===== config.mk =====
export PLATFORM = sky130hd
export DESIGN_NAME = alu_issue_stage
export DESIGN_NICKNAME = d
export VERILOG_FILES = /design/src/rtl/alu_issue_stage.sv
export SDC_FILE = /design/constraint.sdc
export NUM_CORES = 1
export LEC_CHECK = 0
export CAP_MARGIN = 20
export CORE_MARGIN = 8
export CORE_UTILIZATION = 48
export CTS_BUF_LIST = sky130_fd_sc_hd__clkbuf_4
export DETAILED_ROUTE_END_ITERATION = 12
export PLACE_DENSITY = 0.89
export SETUP_SLACK_MARGIN = 0.02
export SYNTH_ARGS = -nofsm -noshare
export SYNTH_HDL_FRONTEND = slang
export SYNTH_SLANG_ARGS = --single-unit
export TNS_END_PERCENT = 30

===== constraint.sdc =====
create_clock -name clk -period 3.9 [get_ports clk]
set_input_delay 0.39 -clock clk [delete_from_list [all_inputs] [get_ports clk]]
set_output_delay 0.39 -clock clk [all_outputs]
set_load 0.01 [all_outputs]

===== src/rtl/alu_issue_stage.sv =====
// ---------------------------------------------------------------------------
// alu_issue_stage: ID/EX issue register with ALU decode, MEM/WB forwarding and load-use interlock
// Rev 1.0
// ---------------------------------------------------------------------------
`default_nettype none

module alu_issue_stage (
  input  logic        clk,
  input  logic        rst_n,
  input  logic        id_valid,
  output logic        id_ready,
  input  logic [5:0]  id_opcode,
  input  logic [5:0]  id_funct,
  input  logic [1:0]  id_aluop,
  input  logic        id_alusrc,
  input  logic        id_regdst,
  input  logic        id_regwrite,
  input  logic        id_memread,
  input  logic        id_memwrite,
  input  logic        id_memtoreg,
  input  logic [4:0]  id_rs,
  input  logic [4:0]  id_rt,
  input  logic [4:0]  id_rd,
  input  logic [31:0] id_rs_data,
  input  logic [31:0] id_rt_data,
  input  logic [15:0] id_imm16,
  input  logic        mem_regwrite,
  input  logic        wb_regwrite,
  input  logic [4:0]  mem_rd,
  input  logic [4:0]  wb_rd,
  input  logic [31:0] mem_result,
  input  logic [31:0] wb_result,
  input  logic        stall,
  input  logic        flush,
  output logic        ex_valid,
  output logic [31:0] srcA,
  output logic [31:0] srcB,
  output logic [3:0]  ALUControl,
  output logic [31:0] ex_store_data,
  output logic [4:0]  ex_wreg,
  output logic        ex_regwrite,
  output logic        ex_memread,
  output logic        ex_memwrite,
  output logic        ex_memtoreg
);

  logic        issued_regwrite;
  logic        issued_memread;
  logic        issued_memwrite;
  logic        issued_memtoreg;
  logic        issued_alusrc;
  logic [4:0]  issued_rs;
  logic [4:0]  issued_rt;
  logic [31:0] rs_val;
  logic [31:0] rt_val;
  logic [31:0] imm32;
  logic [3:0]  next_alu_ctrl;
  logic [31:0] next_imm32;
  logic        hazard;
  logic [31:0] fwd_rs;
  logic [31:0] fwd_rt;
  logic        wb_hits_rs;
  logic        wb_hits_rt;

  always_comb begin
    next_alu_ctrl = 4'b1111;
    case (id_aluop)
      2'b00: next_alu_ctrl = 4'b0010;
      2'b01: next_alu_ctrl = 4'b0110;
      2'b10: begin
        case (id_funct)
          6'h20, 6'h21: next_alu_ctrl = 4'b0010;
          6'h22, 6'h23: next_alu_ctrl = 4'b0110;
          6'h24:        next_alu_ctrl = 4'b0000;
          6'h25:        next_alu_ctrl = 4'b0001;
          6'h26:        next_alu_ctrl = 4'b0011;
          6'h2A:        next_alu_ctrl = 4'b0111;
          6'h30:        next_alu_ctrl = 4'b1000;
          6'h31:        next_alu_ctrl = 4'b1001;
          default:      next_alu_ctrl = 4'b1111;
        endcase
      end
      default: begin
        case (id_opcode)
          6'h08, 6'h09: next_alu_ctrl = 4'b0010;
          6'h0A:        next_alu_ctrl = 4'b0111;
          6'h0C:        next_alu_ctrl = 4'b0000;
          6'h0D:        next_alu_ctrl = 4'b0001;
          6'h0E:        next_alu_ctrl = 4'b0011;
          default:      next_alu_ctrl = 4'b1111;
        endcase
      end
    endcase
  end

  // Logical immediates (andi/ori/xori) zero-extend; everything else sign-extends.
  always_comb begin
    next_imm32 = {{16{id_imm16[15]}}, id_imm16};
    if (id_opcode == 6'h0C || id_opcode == 6'h0D || id_opcode == 6'h0E)
      next_imm32 = {16'h0000, id_imm16};
  end

  always_comb begin
    fwd_rs = rs_val;
    if (issued_rs != 5'd0 && mem_regwrite && mem_rd == issued_rs)
      fwd_rs = mem_result;
    else if (issued_rs != 5'd0 && wb_regwrite && wb_rd == issued_rs)
      fwd_rs = wb_result;
  end

  always_comb begin
    fwd_rt = rt_val;
    if (issued_rt != 5'd0 && mem_regwrite && mem_rd == issued_rt)
      fwd_rt = mem_result;
    else if (issued_rt != 5'd0 && wb_regwrite && wb_rd == issued_rt)
      fwd_rt = wb_result;
  end

  assign wb_hits_rs = wb_regwrite && (wb_rd == issued_rs) && (issued_rs != 5'd0);
  assign wb_hits_rt = wb_regwrite && (wb_rd == issued_rt) && (issued_rt != 5'd0);

  assign srcA          = fwd_rs;
  assign srcB          = issued_alusrc ? imm32 : fwd_rt;
  assign ex_store_data = fwd_rt;

  assign ex_regwrite = ex_valid & issued_regwrite;
  assign ex_memread  = ex_valid & issued_memread;
  assign ex_memwrite = ex_valid & issued_memwrite;
  assign ex_memtoreg = ex_valid & issued_memtoreg;

  // A load in EX cannot feed ID's rs, nor rt when rt is a register operand or store data.
  assign hazard = ex_valid && issued_memread && (ex_wreg != 5'd0) &&
                  ((ex_wreg == id_rs) ||
                   ((ex_wreg == id_rt) && (!id_alusrc || id_memwrite)));

  assign id_ready = ~stall & ~hazard;

  always_ff @(posedge clk or negedge rst_n) begin
    if (!rst_n) begin
      ex_valid        <= 1'b0;
      issued_regwrite <= 1'b0;
      issued_memread  <= 1'b0;
      issued_memwrite <= 1'b0;
      issued_memtoreg <= 1'b0;
      issued_alusrc   <= 1'b0;
      issued_rs       <= 5'd0;
      issued_rt       <= 5'd0;
      ex_wreg         <= 5'd0;
      rs_val          <= 32'd0;
      rt_val          <= 32'd0;
      imm32           <= 32'd0;
      ALUControl      <= 4'd0;
    end else if (flush) begin
      ex_valid <= 1'b0;
    end else if (stall) begin
      // Capture a producer retiring from WB so it survives after leaving the pipe.
      if (wb_hits_rs) rs_val <= wb_result;
      if (wb_hits_rt) rt_val <= wb_result;
    end else if (hazard) begin
      ex_valid <= 1'b0;
    end else if (id_valid) begin
      ex_valid        <= 1'b1;
      issued_regwrite <= id_regwrite;
      issued_memread  <= id_memread;
      issued_memwrite <= id_memwrite;
      issued_memtoreg <= id_memtoreg;
      issued_alusrc   <= id_alusrc;
      issued_rs       <= id_rs;
      issued_rt       <= id_rt;
      ex_wreg         <= id_regdst ? id_rd : id_rt;
      rs_val          <= id_rs_data;
      rt_val          <= id_rt_data;
      imm32           <= next_imm32;
      ALUControl      <= next_alu_ctrl;
    end else begin
      ex_valid <= 1'b0;
    end
  end

endmodule

`default_nettype wire


==> run_results.csv <==
group,metric,value,unit
status,result_of_the_run,"finished, final reports clean",
sta,period_needed,3.77,ns
sta,setup_viol_count_final,0,
setup_path,cpPeakStageDelay,0.60,ns
logic_synthesis,yosys_warnings,0,
die,ios,307,
logic_synthesis,synth_enable_flop_cells,0,
grt,track_usage,27.2,%
final_layout,n_antenna_cell,0,
grt,grt_overflow_total,0,
grt,pin_count_of_the_biggest_net_entering_global_routing,65,
setup_path,worst_setup_path_startpoint,"issued_rt[0]$_DFFE_PN0P_",
logic_synthesis,top_area_cell_type_share_of_the_netlist_area,36.4,%
logic_synthesis,mappedNetlistNets,990,
logic_synthesis,synth_top_cell_by_area,"dfrtp_1",
die,fp.dieW,139,um
setup_path,cp.arrival,3.38,ns
power_and_ir_drop,p_leak,4.21,nW
sta,final_min_period_over_clock_period,96.7,%
detailed_routing,drc_errors,0,
setup_path,crit_path_end_kind,"output port",
sta,setup_repair_after_global_routing_missed_its_margin,"true",
hold_path,hold_class,"in -> async",
job,cap_viol_max_count,0,
grt,number_of_antenna_violations_at_the_first_check_in_global_routing,0,
logic_synthesis,synth.yosys.seq_area_share,36.4,%
placed_design,buffer_ports.inserted,306,
detailed_routing,drt_pre_antenna_iters,5,
clocking,tritoncts,"built",
sta,final_total_negative_setup_slack,0,ns
final_layout,layout-drive-gt1-share,15.9,%
setup_path,cp_data_required_time,3.51,ns
detailed_routing,routed_wirelength,26.9,mm
setup_path,ff2ff_setup_slack,0.90,ns
logic_synthesis,mappedNetlistArea,7290,um^2
clocking,cts-buffers-inserted,9,
clocking,level_count_of_the_clock_h_tree,3,
detailed_routing,drt.antenna.violating_nets,0,
final_layout,layout.cells.most_common_list,"304 x clkdlybuf4s50_1, 120 x mux2_2, 106 x dfrtp_1",
logic_synthesis,ys_dominant_reg_cell,"dfrtp_1",
setup_path,crit_family,"simple AND/OR/NAND/NOR gates",
clocking,clk_root_buffer_cell,"clkbuf_4",
die,floorplan.initialDensity,48.5,%
setup_path,r2r.worst_path.cells,6,
power_and_ir_drop,powerDensity,455,nW/um^2
detailed_routing,routed-via-count,7293,
grt,grt_pass1_vias,7555,
sta,worst-slew-pin-transition,1.08,ns
die,die-area,19400,um^2
setup_path,rr_endpoint,"imm32[2]$_DFFE_PN0P_",
final_layout,fin_nets,1274,
detailed_routing,route.detailed.vias_per_inst,5.74,
placed_design,finalWeightedCongestion,0.873,
setup_path,r2r-start,"ex_wreg[1]$_DFFE_PN0P_",
sta,whs,0.426,ns
sta,fmax,0.265,GHz
detailed_routing,routed_wire_length_per_instance,21.2,um
clocking,clock_sink_count,106,
final_layout,mostFrequentLayoutCell,"clkdlybuf4s50_1",
setup_path,critPathSlowestCell,"or4_4",
clocking,cts.clk_slew.worst_paths,0.17,ns
setup_path,critical_path_class,"reg -> out",
sta,max-slew-margin-rel,27.5,%
logic_synthesis,syn-instance-count,794,
clocking,cts_max_path_buffers,2,
logic_synthesis,synthTopCellsByArea,"dfrtp_1 36%, mux2_2 19%, o21ai_0 6.9%",
setup_path,crit_buf_inv,2,
setup_path,path_cells,"or4_4 -> nor2_4 -> buf_4 -> o31ai_1 -> a31oi_1 -> mux2_2 -> clkdlybuf4s50_1",
die,design.core.area,15000,um^2
detailed_routing,drt-initial-drc-count,476,
sta,timing_max_transition_violations_final,0,
die,die_height,139,um
setup_path,timing.critical_path.from_type,"flop",
logic_synthesis,postSynthRegisterBits,106,
logic_synthesis,synth-async-reset-ratio,100,%
power_and_ir_drop,vdd_ir_drop_max,0.000270,V
logic_synthesis,avgSynthCellArea,9.18,um^2
sta,finalHoldViolCount,0,
logic_synthesis,synth.lib_cells_used.distinct,47,
die,placementRows,45,
setup_path,worst-path-max-fanout,13,
sta,clock_skew,0.0184,ns
clocking,clk-insertion-delay-late,0.47,ns
final_layout,area_growth_from_synthesis_to_layout,47.1,%
grt,global_route_wire_length_before_repair,42.0,mm
placed_design,hpwlAfterDp,21.0,mm
-- synth_stat cells, types with 9 or more instances --
cell type,instances
a211oi_1,16
buf_2,11
o31a_1,16
xnor2_1,28
nand4_1,21
inv_1,68
clkbuf_1,32
buf_4,9
nor2_1,38
mux2_2,120
nor3_1,17
a31oi_1,17
o31ai_1,32
o21ai_0,101
mux2i_1,33
nand2_1,74
dfrtp_1,106
-- layout make-up --
class	count	area, um^2
fillers	1091	4310
multi-input cells	561	4140
repair buffers	331	3290
flip-flops and latches	106	2650
inverters	69	259
well taps	188	235
clock inverters	6	82.6
clock buffers	9	67.6
-- worst max-delay path by stage --
| stage | endpoint | depth (start not counted) |
|---|---|---|
| final | srcB[7] | 7 |
| after global placement | srcB[31] | 8 |
| after CTS | srcB[14] | 6 |
| after global routing | srcB[7] | 7 |
| after floorplan | srcB[10] | 6 |
| after detailed placement | srcB[31] | 8 |
-- flip-flops by register name, summed over array words and instances, names as in the netlist --
signal,flops
issued_rt,5
issued_alusrc,1
ex_wreg,5
ALUControl,4
issued_regwrite,1
issued_memread,1
rt_val,32
issued_rs,5
ex_valid,1
issued_memwrite,1
imm32,17
issued_memtoreg,1
rs_val,32
-- layer usage --
metal,vias up,global-route usage [%],wire length [um]
met4,0,10.7,884
met1,3475,32.1,10800
met5,-,0,0
li1,3388,-,-
met2,369,46.5,13100
met3,61,6.84,2100
-- timing repair --
item / in CTS / in global routing
pin swaps: 1 / 0
gates resized for setup: 0 / 1
hold buffers: 1 / 0
endpoints found under the setup margin: 3 / 3
buffers inserted: 3 / 0
endpoints found under the hold margin: 44 / 0
-- logic make-up (layout without fill, tap and decap cells) --
kind of cell,count (synthesis),count (layout),share of synthesized area [%]
muxes,158,158,23.8
AOI/OAI and AO/OA,197,197,17.2
DFF,106,106,36.4
xor gates and xnor gates,31,31,3.72
and+or+nand+nor,175,175,11.3
buffers and inverters,127,415,7.50
-- power by group --
part / internal [mW] / leakage [nW] / switching (mW)
combinational: 1.48 / 2.87 / 1.14
sequential: 1.40 / 1.26 / 0.236
clock: 0.254 / 0.0832 / 0.372
total: 3.13 / 4.21 / 1.75
-- metrics by stage --
step           setup slack (ns)  area [um^2]  cells  util, %  total power [mW]
6_report                  0.130        10700   1270     71.3              4.88
5_1_grt                  0.0195        10700   1270     71.3              5.13
4_1_cts                   0.128        10700   1269     71.1              4.89
3_5_place_dp              0.491        10500   1250     69.9              4.25
3_3_place_gp              0.521        10500   1250     69.9              4.17
2_1_floorplan              1.42         7290    794        -              2.85
(Power assumes the default switching activity.)
